`config.mk`:
```
export PLATFORM = sky130hd
export DESIGN_NAME = scan_test_controller
export DESIGN_NICKNAME = d
export VERILOG_FILES = /design/src/rtl/scan_test_controller.sv
export SDC_FILE = /design/constraint.sdc
export NUM_CORES = 1
export LEC_CHECK = 0
export CAP_MARGIN = 30
export CORE_ASPECT_RATIO = 0.6
export CORE_MARGIN = 5
export CORE_UTILIZATION = 50
export CTS_CLUSTER_SIZE = 30
export DETAILED_ROUTE_END_ITERATION = 10
export GPL_ROUTABILITY_DRIVEN = 0
export GPL_TIMING_DRIVEN = 1
export HOLD_SLACK_MARGIN = 0.02
export PLACE_DENSITY_LB_ADDON = 0.05
export SYNTH_ARGS = -nofsm -noshare
export SYNTH_HDL_FRONTEND = slang
export SYNTH_SLANG_ARGS = --single-unit
export TNS_END_PERCENT = 20
```
`constraint.sdc`:
```
create_clock -name clk -period 2.35 [get_ports clk]
set_input_delay 0.47 -clock clk [delete_from_list [all_inputs] [get_ports clk]]
set_output_delay 0.47 -clock clk [all_outputs]
set_load 0.005 [all_outputs]
```
`src/rtl/scan_test_controller.sv`:
```
// Tester-side scan chain driver: loads a pattern MSB-first, runs functional capture
// clocks, then unloads the response and checks it against expected under a care mask.
module scan_test_controller #(
  parameter int CHAIN_LEN      = 2,
  parameter int CAPTURE_CYCLES = 1,
  parameter int CNT_W          = 8
) (
  input  logic                 clk,
  input  logic                 rst,
  input  logic                 start,
  input  logic [CHAIN_LEN-1:0] pattern_in,
  input  logic [CHAIN_LEN-1:0] expected,
  input  logic [CHAIN_LEN-1:0] care_mask,
  output logic                 scan_en,
  output logic                 scan_si,
  input  logic                 scan_so,
  output logic                 busy,
  output logic                 done,
  output logic                 pass,
  output logic [CHAIN_LEN-1:0] captured,
  output logic [CHAIN_LEN-1:0] mismatch
);

  localparam logic [2:0] IDLE      = 3'd0;
  localparam logic [2:0] SHIFT_IN  = 3'd1;
  localparam logic [2:0] CAPTURE   = 3'd2;
  localparam logic [2:0] SHIFT_OUT = 3'd3;
  localparam logic [2:0] DONE      = 3'd4;

  localparam logic [CNT_W-1:0] SHIFT_LAST = CNT_W'(CHAIN_LEN - 1);
  localparam logic [CNT_W-1:0] CAP_LAST   = CNT_W'(CAPTURE_CYCLES - 1);
  localparam logic [CNT_W-1:0] CNT_ONE    = CNT_W'(1);

  logic [2:0]           state_r;
  logic [CNT_W-1:0]     cnt_r;
  logic [CHAIN_LEN-1:0] pat_r;
  logic [CHAIN_LEN-1:0] exp_r;
  logic [CHAIN_LEN-1:0] mask_r;
  logic [CHAIN_LEN-1:0] cap_r;
  logic [CHAIN_LEN-1:0] cap_next_s;
  logic [CHAIN_LEN-1:0] diff_next_s;

  function automatic logic [CHAIN_LEN-1:0] masked_diff(
    input logic [CHAIN_LEN-1:0] a,
    input logic [CHAIN_LEN-1:0] b,
    input logic [CHAIN_LEN-1:0] m
  );
    return (a ^ b) & m;
  endfunction

  // Unload shift register: the first bit sampled from the chain lands at the MSB.
  always_comb begin
    cap_next_s  = (cap_r << 1'b1) | CHAIN_LEN'(scan_so);
    diff_next_s = masked_diff(cap_next_s, exp_r, mask_r);
  end

  // Sequencer; scan_en/scan_si are registered one edge ahead so they are valid for the whole cycle.
  always_ff @(posedge clk or posedge rst) begin
    if (rst) begin
      state_r  <= IDLE;
      cnt_r    <= {CNT_W{1'b0}};
      pat_r    <= {CHAIN_LEN{1'b0}};
      exp_r    <= {CHAIN_LEN{1'b0}};
      mask_r   <= {CHAIN_LEN{1'b0}};
      cap_r    <= {CHAIN_LEN{1'b0}};
      scan_en  <= 1'b0;
      scan_si  <= 1'b0;
      busy     <= 1'b0;
      done     <= 1'b0;
      pass     <= 1'b0;
      captured <= {CHAIN_LEN{1'b0}};
      mismatch <= {CHAIN_LEN{1'b0}};
    end else begin
      case (state_r)
        IDLE: begin
          done <= 1'b0;
          if (start) begin
            pat_r   <= pattern_in << 1'b1;
            exp_r   <= expected;
            mask_r  <= care_mask;
            cnt_r   <= {CNT_W{1'b0}};
            cap_r   <= {CHAIN_LEN{1'b0}};
            scan_en <= 1'b1;
            scan_si <= pattern_in[CHAIN_LEN-1];
            busy    <= 1'b1;
            state_r <= SHIFT_IN;
          end else begin
            scan_en <= 1'b0;
            scan_si <= 1'b0;
            busy    <= 1'b0;
          end
        end
        SHIFT_IN: begin
          if (cnt_r == SHIFT_LAST) begin
            cnt_r   <= {CNT_W{1'b0}};
            scan_en <= 1'b0;
            scan_si <= 1'b0;
            state_r <= CAPTURE;
          end else begin
            cnt_r   <= cnt_r + CNT_ONE;
            scan_si <= pat_r[CHAIN_LEN-1];
            pat_r   <= pat_r << 1'b1;
          end
        end
        CAPTURE: begin
          scan_si <= 1'b0;
          if (cnt_r == CAP_LAST) begin
            cnt_r   <= {CNT_W{1'b0}};
            scan_en <= 1'b1;
            state_r <= SHIFT_OUT;
          end else begin
            cnt_r   <= cnt_r + CNT_ONE;
            scan_en <= 1'b0;
          end
        end
        SHIFT_OUT: begin
          cap_r   <= cap_next_s;
          scan_si <= 1'b0;
          if (cnt_r == SHIFT_LAST) begin
            cnt_r    <= {CNT_W{1'b0}};
            scan_en  <= 1'b0;
            captured <= cap_next_s;
            mismatch <= diff_next_s;
            pass     <= ~|diff_next_s;
            done     <= 1'b1;
            state_r  <= DONE;
          end else begin
            cnt_r   <= cnt_r + CNT_ONE;
            scan_en <= 1'b1;
          end
        end
        DONE: begin
          scan_en <= 1'b0;
          scan_si <= 1'b0;
          done    <= 1'b0;
          busy    <= 1'b0;
          state_r <= IDLE;
        end
        default: begin
          cnt_r   <= {CNT_W{1'b0}};
          scan_en <= 1'b0;
          scan_si <= 1'b0;
          done    <= 1'b0;
          busy    <= 1'b0;
          state_r <= IDLE;
        end
      endcase
    end
  end

endmodule
```
# Word level (Yosys, flattened, before mapping)
# Index checks and enable logic that the tools add are counted.
# Widths: inputs -> output; s select.
[op_classes]
bitwise_logic = 5
n_mux = 25
n_addsub = 1
reduce_logical = 16
n_eq_ne = 10
[ops]
columns = ["op", "count"]
rows = [
  ["$pmux 8 s4", 1],
  ["$mux 8", 3],
  ["$mux 3", 4],
  ["$pmux 3 s4", 1],
  ["$ne 2x2->1 const B", 5],
  ["$reduce_and 2->1", 5],
  ["$add 8x1->8 const B", 1],
  ["$eq 8x1->1 const B", 1],
  ["$logic_not 8->1", 1],
  ["$mux 1", 8],
  ["$pmux 1 s2", 4],
  ["$eq 3x2->1 const B", 2],
  ["$reduce_or 2->1", 3],
  ["$mux 2", 2],
  ["$pmux 1 s4", 1],
  ["$pmux 2 s2", 1],
  ["$reduce_and 4->1", 1],
  ["$reduce_bool 2->1", 2],
  ["$eq 3x1->1 const B", 1],
  ["$eq 3x3->1 const B", 1],
  ["$logic_not 3->1", 1],
  ["$reduce_and 3->1", 1],
  ["$reduce_or 3->1", 1],
  ["$and 2x2->2", 1],
  ["4 further kinds", 5],
]
[totals]
wordCells = 70
in_bits = 10
output_inout_bits = 9
register_bits = 27

# Logic depth before layout (Yosys ltp)
[logic_depth]
word_depth = 5
ltp_mapped = 7
mapped_depth_nobuf = 6

# Worst setup path before layout
# No wires, ideal clock.
[synth_path]
kind = "register to register"
from = "reg cnt_r[0]"
to = "reg cnt_r[5]"
period_less_slack_ps = 1887
required_time_ps = 2263
arrival_time_ps = 1801
setup_time_ps = 87
path_stages_with_launch = 6
path_buffers = 0
setup_slack_ps = 463
cell_sequence = "dfrtp_1 -> ha_1 -> mux2_4 -> a311o_1 -> or4_1 -> o211ai_1"
[synth_via]
elab_chain_len = 3
word_cells_on_any_way = 6
cone_classes = "add/sub: 1; eq/ne: 1; mux: 3; reduce/logical: 1"
[synth_rtl]
columns = ["element", "line", "rtl"]
rows = [
  ["start, declared", "35", "logic [CNT_W-1:0] cnt_r;"],
  ["start signal, assigned", "61", "cnt_r <= {CNT_W{1'b0}};"],
  ["start signal, assigned", "81", "cnt_r <= {CNT_W{1'b0}};"],
  ["start signal, assigned", "95", "cnt_r <= {CNT_W{1'b0}};"],
  ["$add 8x1->8, or another cell as far along", "100, 112, 128", ""],
  ["$mux 8 (on tied branches)", "94, 119, 107", ""],
  ["$pmux 8 s4 *", "74", "case (state_r)"],
]
# Mark *: on every way between the ends. The rest lies on a longest branch, timed or not.
# A chain may end at the register's enable or synchronous reset.

# Worst setup path after layout
[layout_path]
from = "reg cnt_r[1]"
to = "reg cnt_r[5]"
# Same word-level chain as after synthesis.

==> reports/qor.txt <==
WL per Instance = 15.37 µm
largest net degree at the start of global routing = 27
number of I/O pins = 19
Mapped Nets = 140
CTS max path bufs = 2
Critical Path Fanout Max = 5
core area = 2487 µm²
clock latency on the worst-skew pair = 0.27 ns
combinational power share = 4.1%
main flop type after synthesis = dfrtp_1
number of rows in the core area = 14
number of flops mapped to enable cells by yosys = 0
unrepaired setup endpoints after global routing = false
NetSw = 153.0 µW
Clock Sinks = 26
maximum clock frequency = 503.1 MHz
commonest non-fill, non-tap cell in the layout = dfrtp_1
Max Cap Viol = 0
total CTS buffers = 3
sequential share of power = 58.3%
leakage power = 0.0006617 µW
Total GRT Usage = 16.21%
Max-slew headroom = 62.26%
final wirelength = 2.721 mm
Worst-path clk slew = 0.09 ns
Ys Warns = 0
die width = 75.83 µm
Cell Area, Synth = 1300 µm²
peak supply drop = 0.0003286 V
HP Class = reg2reg
#FFs+latches synth = 26
number of nets in the layout = 159
Seq/Total Area, Yosys = 50.05%
fillers = 204
Mapped Avg Cell Area = 10.24 µm²
final cell count without fillers = 177
Mapped Cells = 127
worst path arrival time = 2.18 ns
Sw Share = 19.91%
crit-path max cell delay = 0.47 ns
kind of critical path = reg2reg
die height = 49.50 µm
Starting Density = 52.26%
DR pass1 iterations = 4
post-DP HPWL = 2.125 mm
worst slew pin tran = 0.5614 ns
Ant. Diodes = 0
Post-synth ARST share = 100.0%
DIE AREA = 3753 µm²
number of global-route vias before repair = 907
CP Cell Sequence = inv_1 > ha_1 > mux2_4 > a311o_1 > or4_1 > o211ai_1
Avg Vias per Cell = 5.610
Area Overhead vs Synth = 19.92%
layout cells sized above 1 = 11.03%
top-area cell type share of the netlist area = 50.05%
Final Max Tran Viols = 0
vias = 993
status = complete, no violations
Clk pwr share = 37.6%
cell-internal power = 615.5 µW
min cycle time layout = 1.988 ns
GRT overflow = 0
final hold vios = 0
fin util = 62.68%
area leader, netlist = dfrtp_1
initial DRC count = 70
initial antenna violation count = 0
Bufs and invs on worst path = 1
Residual DRC = 0
port bufs = 18
placed inst area = 1504 µm²
PD cells = 493.0 nW/µm²
CTS resizes = 0
Setup TNS = 0 ns
dpl cells = 173
Final Setup Violations = 0
post-CTS setup buffers = 0
fin area = 1559 µm²
Worst Setup End Kind = flop
CP top delay family = simple AND/OR/NAND/NOR gates
Setup Skew = 0.004770 ns
most frequent cells in the layout = 26 x dfrtp_1, 18 x clkdlybuf4s50_1, 15 x nand2_1
type of origin of the critical path = flop
slowest cell on the critical path = or4_1
Yosys cell types = 38
TritonCTS clock tree = yes
period utilization = 84.58%
first-pass GRT wire length = 4.560 mm
Clock Tree Root = clkbuf_8
synth top area cells = dfrtp_1 50%, mux2_2 6.1%, nand2_1 4.3%
# hold bufs at CTS = 0
H-tree depth = 1
antenna-violating nets left = 0
CP required = 2.55 ns
## state kept, by name (all words and copies together), names as in the netlist, 2 cells and up
register and flops:
cnt_r 8, state_r 3, captured 2, exp_r 2, mask_r 2, mismatch 2
## layout make-up
type	instances	area, µm²	area share [%]
sequential	26	650.6	41.73
multi-input combinational	89	595.6	38.20
timing repair buffer	20	195.2	12.52
clock buffer	4	55.05	3.531
tap	32	40.04	2.568
inverter	6	22.52	1.445
## final timing paths
check                      cells after the start          end        start  slack [ns]
min reg2reg                                    2  mismatch[1]  mismatch[1]        0.50
min in group asynchronous                      3     cnt_r[7]          rst        0.54
max reg2reg                                    6     cnt_r[5]     cnt_r[1]        0.36
min                                            2  mismatch[1]  mismatch[1]        0.50
max                                            6     cnt_r[5]     cnt_r[1]        0.36
max in group asynchronous                      3         done          rst        1.57
## metal layers
layer,GRT usage [%],routed length (µm),up-vias,part of all wire [%]
li1,-,-,483,-
met1,25.87,1384,463,51
met2,21.16,1110,43,41
met3,5.274,210,4,7.7
met4,2.907,15,0,0.55
met5,0,0,-,0
## power groups by stage
stage / Sequential (µW) / Combinational [µW] / Clock, µW
floorplan: 457 / 9.93 / 0
global placement: 457 / 31.9 / 0
detailed placement: 457 / 32.5 / 0
CTS: 448 / 32.5 / 295
global route: 449 / 35.4 / 320
finish: 448 / 31.5 / 289
## worst register-to-register path, stage by stage (launching register included)
cell and delay, ns:
dfrtp_1 0.40, inv_1 0.08, ha_1 0.24, mux2_4 0.27, a311o_1 0.36, or4_1 0.47
o211ai_1 0.10
## Yosys cell counts (2+ instances only)
library cell / instances
clkbuf_1: 3
nand3_1: 4
a21oi_1: 6
nor3b_1: 3
nor2b_1: 2
mux2_2: 7
nand2_1: 15
xor2_1: 4
nand2b_1: 2
o21ai_0: 9
ha_1: 3
a41oi_1: 2
a21o_1: 2
o21bai_1: 2
nor2_1: 5
nor3_1: 3
nand4_1: 2
inv_1: 6
and2_1: 3
dfrtp_1: 26
## kinds of logic (layout without fill, tap and decap cells)
logic type	after synthesis	count (layout)	share of synthesized area (%)
buffers and inverters	12	30	4.138
DFF	26	26	50.05
xor gates and xnor gates	4	4	2.695
and+or+nand+nor	46	46	18.77
AOI/OAI and AO/OA	27	27	13.47
muxes	9	9	7.988
adders and majority gates	3	3	2.888
## stage by stage
stage | total power, µW | setup WS, ns | hold slack [ns]
after floorplan | 467.1 | 0.4628 | 0.4721
after global placement | 489.0 | 0.3103 | 0.4593
after detailed placement | 489.7 | 0.2388 | 0.4697
after CTS | 775.7 | 0.3635 | 0.5027
after global routing | 803.7 | 0.1909 | 0.5444
final | 768.6 | 0.3623 | 0.4971
Note: power is estimated with default switching activity, not from simulation.
